## config.mk

```make
export PLATFORM = sky130hd
export DESIGN_NAME = eqed_inject_ctrl_flat
export DESIGN_NICKNAME = d
export VERILOG_FILES = /design/src/rtl/eqed_pkg.sv /design/src/rtl/eqed_inject_ctrl_if.sv /design/src/rtl/eqed_onehot_dec.sv /design/src/rtl/eqed_inject_ctrl.sv /design/src/flat_wrapper.sv
export SDC_FILE = /design/constraint.sdc
export NUM_CORES = 1
export LEC_CHECK = 0
export CAP_MARGIN = 20
export CORE_MARGIN = 1.5
export CORE_UTILIZATION = 50
export DETAILED_ROUTE_END_ITERATION = 10
export PLACE_DENSITY = 0.89
export SLEW_MARGIN = 20
export SYNTH_ARGS = -nofsm -noshare
export SYNTH_HDL_FRONTEND = slang
export SYNTH_SLANG_ARGS = --single-unit
```

## constraint.sdc

```tcl
create_clock -name clk -period 2.5 [get_ports clk]
set_clock_uncertainty 0.15 [all_clocks]
set_input_delay 0.375 -clock clk [delete_from_list [all_inputs] [get_ports clk]]
set_output_delay 0.375 -clock clk [all_outputs]
set_load 0.01 [all_outputs]
```

## src/rtl/eqed_pkg.sv

```systemverilog
// rtl/eqed_pkg.sv - shared widths, state encoding and one-hot helper for the EQED injection controller
package eqed_pkg;

   localparam int N_FF  = 8;
   localparam int IDX_W = 4;
   localparam int CYC_W = 10;
   localparam int SIG_W = 6;

   typedef enum logic [2:0] {
      ST_IDLE    = 3'd0,
      ST_WAIT    = 3'd1,
      ST_INJECT  = 3'd2,
      ST_OBSERVE = 3'd3,
      ST_DONE    = 3'd4
   } state_t;

   // Indices at or beyond N_FF decode to all-zero, which is how control runs are expressed.
   function automatic logic [N_FF-1:0] onehot(input logic [IDX_W-1:0] idx);
      logic [N_FF-1:0] res;
      res = '0;
      for (int i = 0; i < N_FF; i++) begin
         res[i] = (idx == IDX_W'(i));
      end
      return res;
   endfunction

endpackage

```

## src/rtl/eqed_inject_ctrl_if.sv

```systemverilog
// rtl/eqed_inject_ctrl_if.sv - run configuration, signature input and flip-select/status bundle
interface eqed_inject_ctrl_if;

   logic                        start;
   logic [eqed_pkg::IDX_W-1:0]  ff_idx;
   logic [eqed_pkg::CYC_W-1:0]  inject_cycle;
   logic [eqed_pkg::CYC_W-1:0]  observe_len;
   logic [eqed_pkg::SIG_W-1:0]  golden_sig;
   logic [eqed_pkg::SIG_W-1:0]  sig_in;
   logic [eqed_pkg::N_FF-1:0]   eqed_sel;
   logic                        injected;
   logic                        busy;
   logic                        done;
   logic                        mismatch;
   logic [eqed_pkg::SIG_W-1:0]  sig_q;
   logic [eqed_pkg::CYC_W-1:0]  cycle_count;

   modport master (
      output start, ff_idx, inject_cycle, observe_len, golden_sig, sig_in,
      input  eqed_sel, injected, busy, done, mismatch, sig_q, cycle_count
   );

   modport slave (
      input  start, ff_idx, inject_cycle, observe_len, golden_sig, sig_in,
      output eqed_sel, injected, busy, done, mismatch, sig_q, cycle_count
   );

endinterface

```

## src/rtl/eqed_onehot_dec.sv

```systemverilog
// rtl/eqed_onehot_dec.sv - index to per-FF select decoder with enable
module eqed_onehot_dec
   import eqed_pkg::*;
(
   input  logic             en,
   input  logic [IDX_W-1:0] idx,
   output logic [N_FF-1:0]  sel
);

   assign sel = en ? onehot(idx) : '0;

endmodule

```

## src/rtl/eqed_inject_ctrl.sv

```systemverilog
// rtl/eqed_inject_ctrl.sv - start/done controlled single bit-flip run: wait K, pulse select, observe L, compare signature
module eqed_inject_ctrl
   import eqed_pkg::*;
(
   input  logic               clk,
   input  logic               rst,
   eqed_inject_ctrl_if.slave  bus
);

   state_t             state_q, state_d;
   logic [CYC_W-1:0]   cnt_q, cnt_d;
   logic [CYC_W-1:0]   ocnt_q, ocnt_d;
   logic [IDX_W-1:0]   idx_q, idx_d;
   logic [CYC_W-1:0]   k_q, k_d;
   logic [CYC_W-1:0]   l_q, l_d;
   logic [SIG_W-1:0]   golden_q, golden_d;
   logic [N_FF-1:0]    sel_q, sel_d;
   logic               injected_q, injected_d;
   logic               mismatch_q, mismatch_d;
   logic [SIG_W-1:0]   sig_q, sig_d;
   logic [CYC_W-1:0]   cycle_q, cycle_d;
   logic               fire;
   logic [N_FF-1:0]    dec_sel;

   // The select pulse is registered on the edge that leaves WAIT for INJECT.
   assign fire = (state_q == ST_WAIT) && (cnt_q == k_q);

   eqed_onehot_dec u_dec (
      .en  (fire),
      .idx (idx_q),
      .sel (dec_sel)
   );

   always_comb begin
      state_d    = state_q;
      cnt_d      = cnt_q;
      ocnt_d     = ocnt_q;
      idx_d      = idx_q;
      k_d        = k_q;
      l_d        = l_q;
      golden_d   = golden_q;
      injected_d = injected_q;
      mismatch_d = mismatch_q;
      sig_d      = sig_q;
      sel_d      = dec_sel;
      cycle_d    = cycle_q + CYC_W'(1);

      case (state_q)
         ST_IDLE, ST_DONE: begin
            if (bus.start) begin
               idx_d      = bus.ff_idx;
               k_d        = (bus.inject_cycle == '0) ? CYC_W'(1) : bus.inject_cycle;
               l_d        = (bus.observe_len == '0) ? CYC_W'(1) : bus.observe_len;
               golden_d   = bus.golden_sig;
               cnt_d      = CYC_W'(1);
               injected_d = 1'b0;
               mismatch_d = 1'b0;
               state_d    = ST_WAIT;
            end
         end
         ST_WAIT: begin
            if (cnt_q == k_q) begin
               state_d = ST_INJECT;
            end else begin
               cnt_d = cnt_q + CYC_W'(1);
            end
         end
         ST_INJECT: begin
            ocnt_d  = CYC_W'(1);
            state_d = ST_OBSERVE;
         end
         ST_OBSERVE: begin
            if (ocnt_q == l_q) begin
               sig_d      = bus.sig_in;
               mismatch_d = (bus.sig_in != golden_q);
               state_d    = ST_DONE;
            end else begin
               ocnt_d = ocnt_q + CYC_W'(1);
            end
         end
         default: state_d = ST_IDLE;
      endcase

      if (|dec_sel) begin
         injected_d = 1'b1;
      end
   end

   always_ff @(posedge clk) begin
      if (rst) begin
         state_q    <= ST_IDLE;
         cnt_q      <= '0;
         ocnt_q     <= '0;
         idx_q      <= '0;
         k_q        <= '0;
         l_q        <= '0;
         golden_q   <= '0;
         sel_q      <= '0;
         injected_q <= 1'b0;
         mismatch_q <= 1'b0;
         sig_q      <= '0;
         cycle_q    <= CYC_W'(1);
      end else begin
         state_q    <= state_d;
         cnt_q      <= cnt_d;
         ocnt_q     <= ocnt_d;
         idx_q      <= idx_d;
         k_q        <= k_d;
         l_q        <= l_d;
         golden_q   <= golden_d;
         sel_q      <= sel_d;
         injected_q <= injected_d;
         mismatch_q <= mismatch_d;
         sig_q      <= sig_d;
         cycle_q    <= cycle_d;
      end
   end

   assign bus.eqed_sel    = sel_q;
   assign bus.injected    = injected_q;
   assign bus.busy        = (state_q != ST_IDLE) && (state_q != ST_DONE);
   assign bus.done        = (state_q == ST_DONE);
   assign bus.mismatch    = mismatch_q;
   assign bus.sig_q       = sig_q;
   assign bus.cycle_count = cycle_q;

endmodule
```

## src/flat_wrapper.sv

```systemverilog
// flat-port wrapper written by rule: the top's interface ports become plain ports
module eqed_inject_ctrl_flat import eqed_pkg::*;
  (clk, rst, bus_start, bus_ff_idx, bus_inject_cycle, bus_observe_len, bus_golden_sig, bus_sig_in, bus_eqed_sel, bus_injected, bus_busy, bus_done, bus_mismatch, bus_sig_q, bus_cycle_count);
  eqed_inject_ctrl_if bus_i ();
  input  logic clk;
  input  logic rst;
  input wire logic [$bits(bus_i.start)-1:0] bus_start;
  input wire logic [$bits(bus_i.ff_idx)-1:0] bus_ff_idx;
  input wire logic [$bits(bus_i.inject_cycle)-1:0] bus_inject_cycle;
  input wire logic [$bits(bus_i.observe_len)-1:0] bus_observe_len;
  input wire logic [$bits(bus_i.golden_sig)-1:0] bus_golden_sig;
  input wire logic [$bits(bus_i.sig_in)-1:0] bus_sig_in;
  output wire logic [$bits(bus_i.eqed_sel)-1:0] bus_eqed_sel;
  output wire logic [$bits(bus_i.injected)-1:0] bus_injected;
  output wire logic [$bits(bus_i.busy)-1:0] bus_busy;
  output wire logic [$bits(bus_i.done)-1:0] bus_done;
  output wire logic [$bits(bus_i.mismatch)-1:0] bus_mismatch;
  output wire logic [$bits(bus_i.sig_q)-1:0] bus_sig_q;
  output wire logic [$bits(bus_i.cycle_count)-1:0] bus_cycle_count;
  assign bus_i.start = bus_start;
  assign bus_i.ff_idx = bus_ff_idx;
  assign bus_i.inject_cycle = bus_inject_cycle;
  assign bus_i.observe_len = bus_observe_len;
  assign bus_i.golden_sig = bus_golden_sig;
  assign bus_i.sig_in = bus_sig_in;
  assign bus_eqed_sel = bus_i.eqed_sel;
  assign bus_injected = bus_i.injected;
  assign bus_busy = bus_i.busy;
  assign bus_done = bus_i.done;
  assign bus_mismatch = bus_i.mismatch;
  assign bus_sig_q = bus_i.sig_q;
  assign bus_cycle_count = bus_i.cycle_count;
  eqed_inject_ctrl u_core (.clk(clk), .rst(rst), .bus(bus_i));
endmodule
```

Word-level counts from Yosys, hierarchy flattened
Index checks and enable logic that the tools add are counted.

Reductions and logical operators: 21. Equal/unequal tests: 20. Add/subtract/negate cells: 3. Muxes and demuxes: 17.

Operators by type and width (count): 2-to-1 mux 10 bit (5); case mux 10 bit (2 select lines) (2); adder 10 x 1 -> 10 bit, second input constant (3); == test 10 bit (2); zero test 10 bit (2); == test 4 x 3 -> 1 bit, second input constant (4); case mux 3 bit (4 select lines) (1); nonzero test 2 bit (5); 2-to-1 mux 3 bit (3); AND reduction 3 bit (3); == test 4 x 2 -> 1 bit, second input constant (2); 2-to-1 mux 8 bit (1); inequality test 2 bit, second input constant (4); AND reduction 2 bit (4); OR reduction 8 bit (1); == test 3 x 2 -> 1 bit, second input constant (2); inequality test 6 bit (1); == test 4 x 1 -> 1 bit, second input constant (1); zero test 4 bit (1); 2-to-1 mux 1 bit (4); == test 3 x 1 -> 1 bit, second input constant (1); == test 3 bit, second input constant (1); zero test 3 bit (1); inequality test 3 bit, second input constant (1); other kinds (5) (6).

Bits in registers: 79.

Logic depth before layout (Yosys ltp)
Depth after elaboration: 6. Mapped depth: 8. Depth with buffers taken out: 5.

By module
From an unflattened synthesis, not the netlist that was laid out.

Cell total of the unflattened synthesis: 416. Area, all modules: 3579.7 um2.

By module, submodules not included: eqed_inject_ctrl (cells each 403, area each 3507.1 um2, times used 1, seq. area each 1581.5 um2); eqed_onehot_dec (cells each 13, area each 72.6 um2, times used 1, seq. area each 0.0 um2).

Worst setup path before layout
OpenSTA, ideal clock, no wires.

Kind: register to register. From: reg u_core.state_q[0]. To: reg u_core.sig_q[0] (netlist: u_core.bus.sig_q[0]). Setup time: 128 ps. Data required time: 2222 ps. Data arrival time: 1596 ps. Slack: 627 ps. Clock period less this slack: 1873 ps. Path buffers: 2. Cell stages (with the launch flop): 8. Path through: dfxtp_1 clkbuf_2 inv_1 nor3b_2 nor4b_1 buf_4 mux2i_1 nor2_1.

Cells in the longest elaborated chain, start to end: 2.

Ends and longest elaborated chain: start, declared (RTL line eqed_inject_ctrl.sv:10) `state_t state_q, state_d;`; start signal, assigned (RTL line eqed_inject_ctrl.sv:104) `state_q <= state_d;`; == test 3 x 2 -> 1 bit (RTL line eqed_inject_ctrl.sv:48) `case (state_q)`; AND reduction 2 bit (no line); end signal, assigned (RTL line eqed_inject_ctrl.sv:114) `sig_q <= sig_d;`; end, declared (RTL line eqed_inject_ctrl.sv:20) `logic [SIG_W-1:0] sig_q, sig_d;`.

No other way between the ends. A chain may end at the register's enable or synchronous reset.

Final worst setup path
From: reg u_core.state_q[0]. To: out bus_done.

Cells in the longest elaborated chain, start to end: 1.

Ends and longest elaborated chain: == test 3 bit (RTL line eqed_inject_ctrl.sv:122) `assign bus.done = (state_q == ST_DONE);`; end, declared (RTL line flat_wrapper.sv:16) `output wire logic [$bits(bus_i.done)-1:0] bus_done;`.

No other way between the ends.

==> results.sh <==
export IMPL_ys_flop_type="dfxtp_1"
export IMPL_grt_overflow=0
export IMPL_fin_setup_tns_ns=0
export IMPL_post_dp_cell_area_um2=4150
export IMPL_power_leakage_nw=1.66
export IMPL_root_buffer="clkbuf_8"
export IMPL_syn_area_um2=3410
export IMPL_final_cells=543
export IMPL_synthMuxAreaShare_pct=2.06
export IMPL_r2r_slack_ns=0.32
export IMPL_first_iter_violations=271
export IMPL_avgSynthCellArea_um2=8.64
export IMPL_die_area_um2=7320
export IMPL_grt_max_degree=24
export IMPL_comb_power_share_pct=18.2
export IMPL_yosysTopAreaCellShare_pct=46.4
export IMPL_final_nets=503
export IMPL_yosysMostFrequentCell="dfxtp_1"
export IMPL_drt_wl_total_mm=8.76
export IMPL_vias_per_cell=5.83
export IMPL_synth_adder_area_share_pct=1.10
export IMPL_path_clk_slew_ns=0.08
export IMPL_setup_worst_path_start="u_core.state_q[0]"
export IMPL_place_congestion=0.843
export IMPL_power_mw=3.04
export IMPL_worstSetupStartpointType="flip-flop"
export IMPL_ys_types=42
export IMPL_rr_worst_depth=5
export IMPL_p_sw_share_pct=28.8
export IMPL_drive_above_1_share_pct=7.51
export IMPL_max_freq_mhz=451
export IMPL_setup_violations=0
export IMPL_critPathKind="reg -> out"
export IMPL_ys_warn_count=0
export IMPL_intPower_mw=2.17
export IMPL_htree_num_levels=3
export IMPL_yosys_area_share_simple_pct=24.5
export IMPL_final_antenna_net_count=0
export IMPL_crit_end="bus_done"
export IMPL_dp_hpwl_mm=6.17
export IMPL_drcViolationCount=0
export IMPL_hold_class="in -> reg"
export IMPL_grt_total_usage_pct=24.8
export IMPL_grt_pass1_wl_mm=14.3
export IMPL_seq_area_frac_synth_pct=46.4
export IMPL_synth_edf_count=0
export IMPL_seqPwrFrac_pct=46.1
export IMPL_max_clock_path_buffers=2
export IMPL_arrival_ns=1.69
export IMPL_routedWlPerCell_um=16.1
export IMPL_cts_buffers=9
export IMPL_ys_ff_latch=79
export IMPL_synth_compound_area_share_pct=13.7
export IMPL_fill_cells=493
export IMPL_report_final_slew_viol_count=0
export IMPL_finalHoldViolCount=0
export IMPL_drv_cap=0
export IMPL_rows=29
export IMPL_grt_pass1_vias=3080
export IMPL_cp_max_fo=7
export IMPL_stdcell_area_um2=4390
export IMPL_cts_sinks=79
export IMPL_reg2reg_to="u_core.cnt_q[3]"
export IMPL_synth_top_cells_by_count="79 x dfxtp_1, 59 x nand2_1, 42 x nor2_1, 36 x a21oi_1, 20 x xor2_1"
export IMPL_worstPathRequired_ns=1.98
export IMPL_regToRegStartpoint="u_core.state_q[0]"
export IMPL_cts_tree="yes"
export IMPL_rsz0062_at_grt="false"
export IMPL_die_w_um=85.5
export IMPL_async_reset_ff_share_pct=0
export IMPL_synthesis_nets=436
export IMPL_worst_ir_drop_vdd_mv=0.447
export IMPL_cts_setup_buffers=0
export IMPL_areaGrowthSynthToFinish_pct=28.8
export IMPL_antenna_found_initial=0
export IMPL_synth_cells=394
export IMPL_post_route_period_util_pct=88.7
export IMPL_relSlewSlack_pct=57.0
export IMPL_min_period_ns=2.22
export IMPL_hp_start="rst"
export IMPL_start_util_pct=52.7
export IMPL_synth_top_family_by_area="simple AND/OR/NAND/NOR gates"
export IMPL_io_buffers=66
export IMPL_power_frac_clock_pct=35.7
export IMPL_first_pass_iters=6
export IMPL_insertion_delay_ns=0.35
export IMPL_tightest_slew_ns=0.643
export IMPL_synth_top_area_cell="dfxtp_1"
export IMPL_coreArea_um2=6460
export IMPL_synth_xor_area_share_pct=9.26
export IMPL_ioPinCount=67
export IMPL_yosys_top_cells_area="dfxtp_1 46%, nand2_1 6.5%, a21oi_1 5.3%, xor2_1 5.1%, nor2_1 4.6%"
export IMPL_n_antenna_cell=0
export IMPL_vias=3163
export IMPL_die_h_um=85.5
export IMPL_crit_path_end_kind="output port"
export IMPL_dp_cells=527
export IMPL_power_density_nw_per_um2=693
export IMPL_status="finished clean"
export IMPL_net_switching_power_mw=0.876
-- worst max-delay path, cell delays in order, from the launching register on --
cell and delay, ns:
dfxtp_1 0.39, nor2_1 0.20, and2_1 0.20, clkdlybuf4s50_1 0.55
-- worst min path at each step --
stage,end,cells after the start
2_1_floorplan,u_core.bus.cycle_count[0],1
3_3_place_gp,u_core.bus.cycle_count[0],1
3_5_place_dp,u_core.bus.cycle_count[0],1
4_1_cts,u_core.idx_q[1],2
5_1_grt,u_core.k_q[2],2
6_report,u_core.idx_q[1],2
-- layout make-up --
| class | instances | area (um2) | area share (%) |
|---|---|---|---|
| Multi-Input combinational cell | 292 | 1740 | 39.6 |
| Clock buffer | 10 | 138 | 3.14 |
| Tap cell | 77 | 96.3 | 2.20 |
| Clock inverter | 6 | 93.8 | 2.14 |
| Timing Repair Buffer | 76 | 731 | 16.7 |
| Sequential cell | 79 | 1580 | 36.0 |
| Inverter | 3 | 11.3 | 0.257 |
-- logic make-up after synthesis --
family	after synthesis
and+or+nand+nor	171
DFF	79
AOI/OAI and AO/OA	75
xor gates and xnor gates	36
buffers and inverters	23
muxes	7
adders and majority gates	3
-- what timing repair did --
| action | CTS | global route |
|---|---|---|
| gates resized for setup | 0 | 1 |
| hold buffers | 0 | 0 |
| hold endpoints to repair | 0 | 0 |
| endpoints found under the setup margin | 0 | 3 |
-- cells in the final DEF, fill, tap and decap left out, types with 2 or more instances in the layout --
cell             count
mux2i_1              7
or2_2                2
o21ai_0              7
nand3b_1             3
o21a_1               2
nor2b_1              2
ha_1                 3
and3_1               8
a41o_1               3
nor3_1               5
clkbuf_8            10
xor2_1              20
xnor2_1             16
clkdlybuf4s50_1     65
or4_1                6
nor3b_2              2
bufinv_16            2
nand4_1             10
nand2b_1             4
or3_1                7
a31oi_1              6
a22o_1               6
nand2_1             59
a211oi_1             4
nor4_1               4
dfxtp_1             79
buf_4               10
a21oi_1             36
nand3_1             11
and2_1               2
inv_1                3
o31ai_1              6
clkinv_4             3
nor2_1              42
-- power by group through the flow --
stage | clock network [mW] | registers [mW] | logic, mW
4_1_cts | 1.09 | 1.40 | 0.543
3_3_place_gp | 0 | 1.42 | 0.515
3_5_place_dp | 0 | 1.43 | 0.535
6_report | 1.09 | 1.40 | 0.553
2_1_floorplan | 0 | 1.41 | 0.348
5_1_grt | 1.14 | 1.41 | 0.601
-- state kept, by name (all words and copies together) (netlist names) --
name / count
u_core.bus.cycle_count: 10
u_core.bus.eqed_sel: 8
u_core.bus.injected: 1
u_core.bus.mismatch: 1
u_core.bus.sig_q: 6
u_core.cnt_q: 10
u_core.golden_q: 6
u_core.idx_q: 4
u_core.k_q: 10
u_core.l_q: 10
u_core.ocnt_q: 10
u_core.state_q: 3
-- metrics by stage --
stage	util (%)	hold slack [ns]	setup slack, ns
2_1_floorplan	-	0.288	0.627
3_3_place_gp	64.3	0.255	0.320
6_report	67.9	0.289	0.283
5_1_grt	67.9	0.304	0.168
4_1_cts	67.8	0.279	0.199
3_5_place_dp	64.3	0.267	0.223
-- metal layers --
| layer | up-vias | global-route usage, % | wire, um |
|---|---|---|---|
| met1 | 1487 | 28.7 | 3560 |
| met5 | - | 0 | 0 |
| met2 | 132 | 42.9 | 4380 |
| met3 | 31 | 7.12 | 629 |
| met4 | 0 | 10.1 | 199 |
| li1 | 1513 | - | - |
Note: power is estimated with default switching activity, not from simulation.
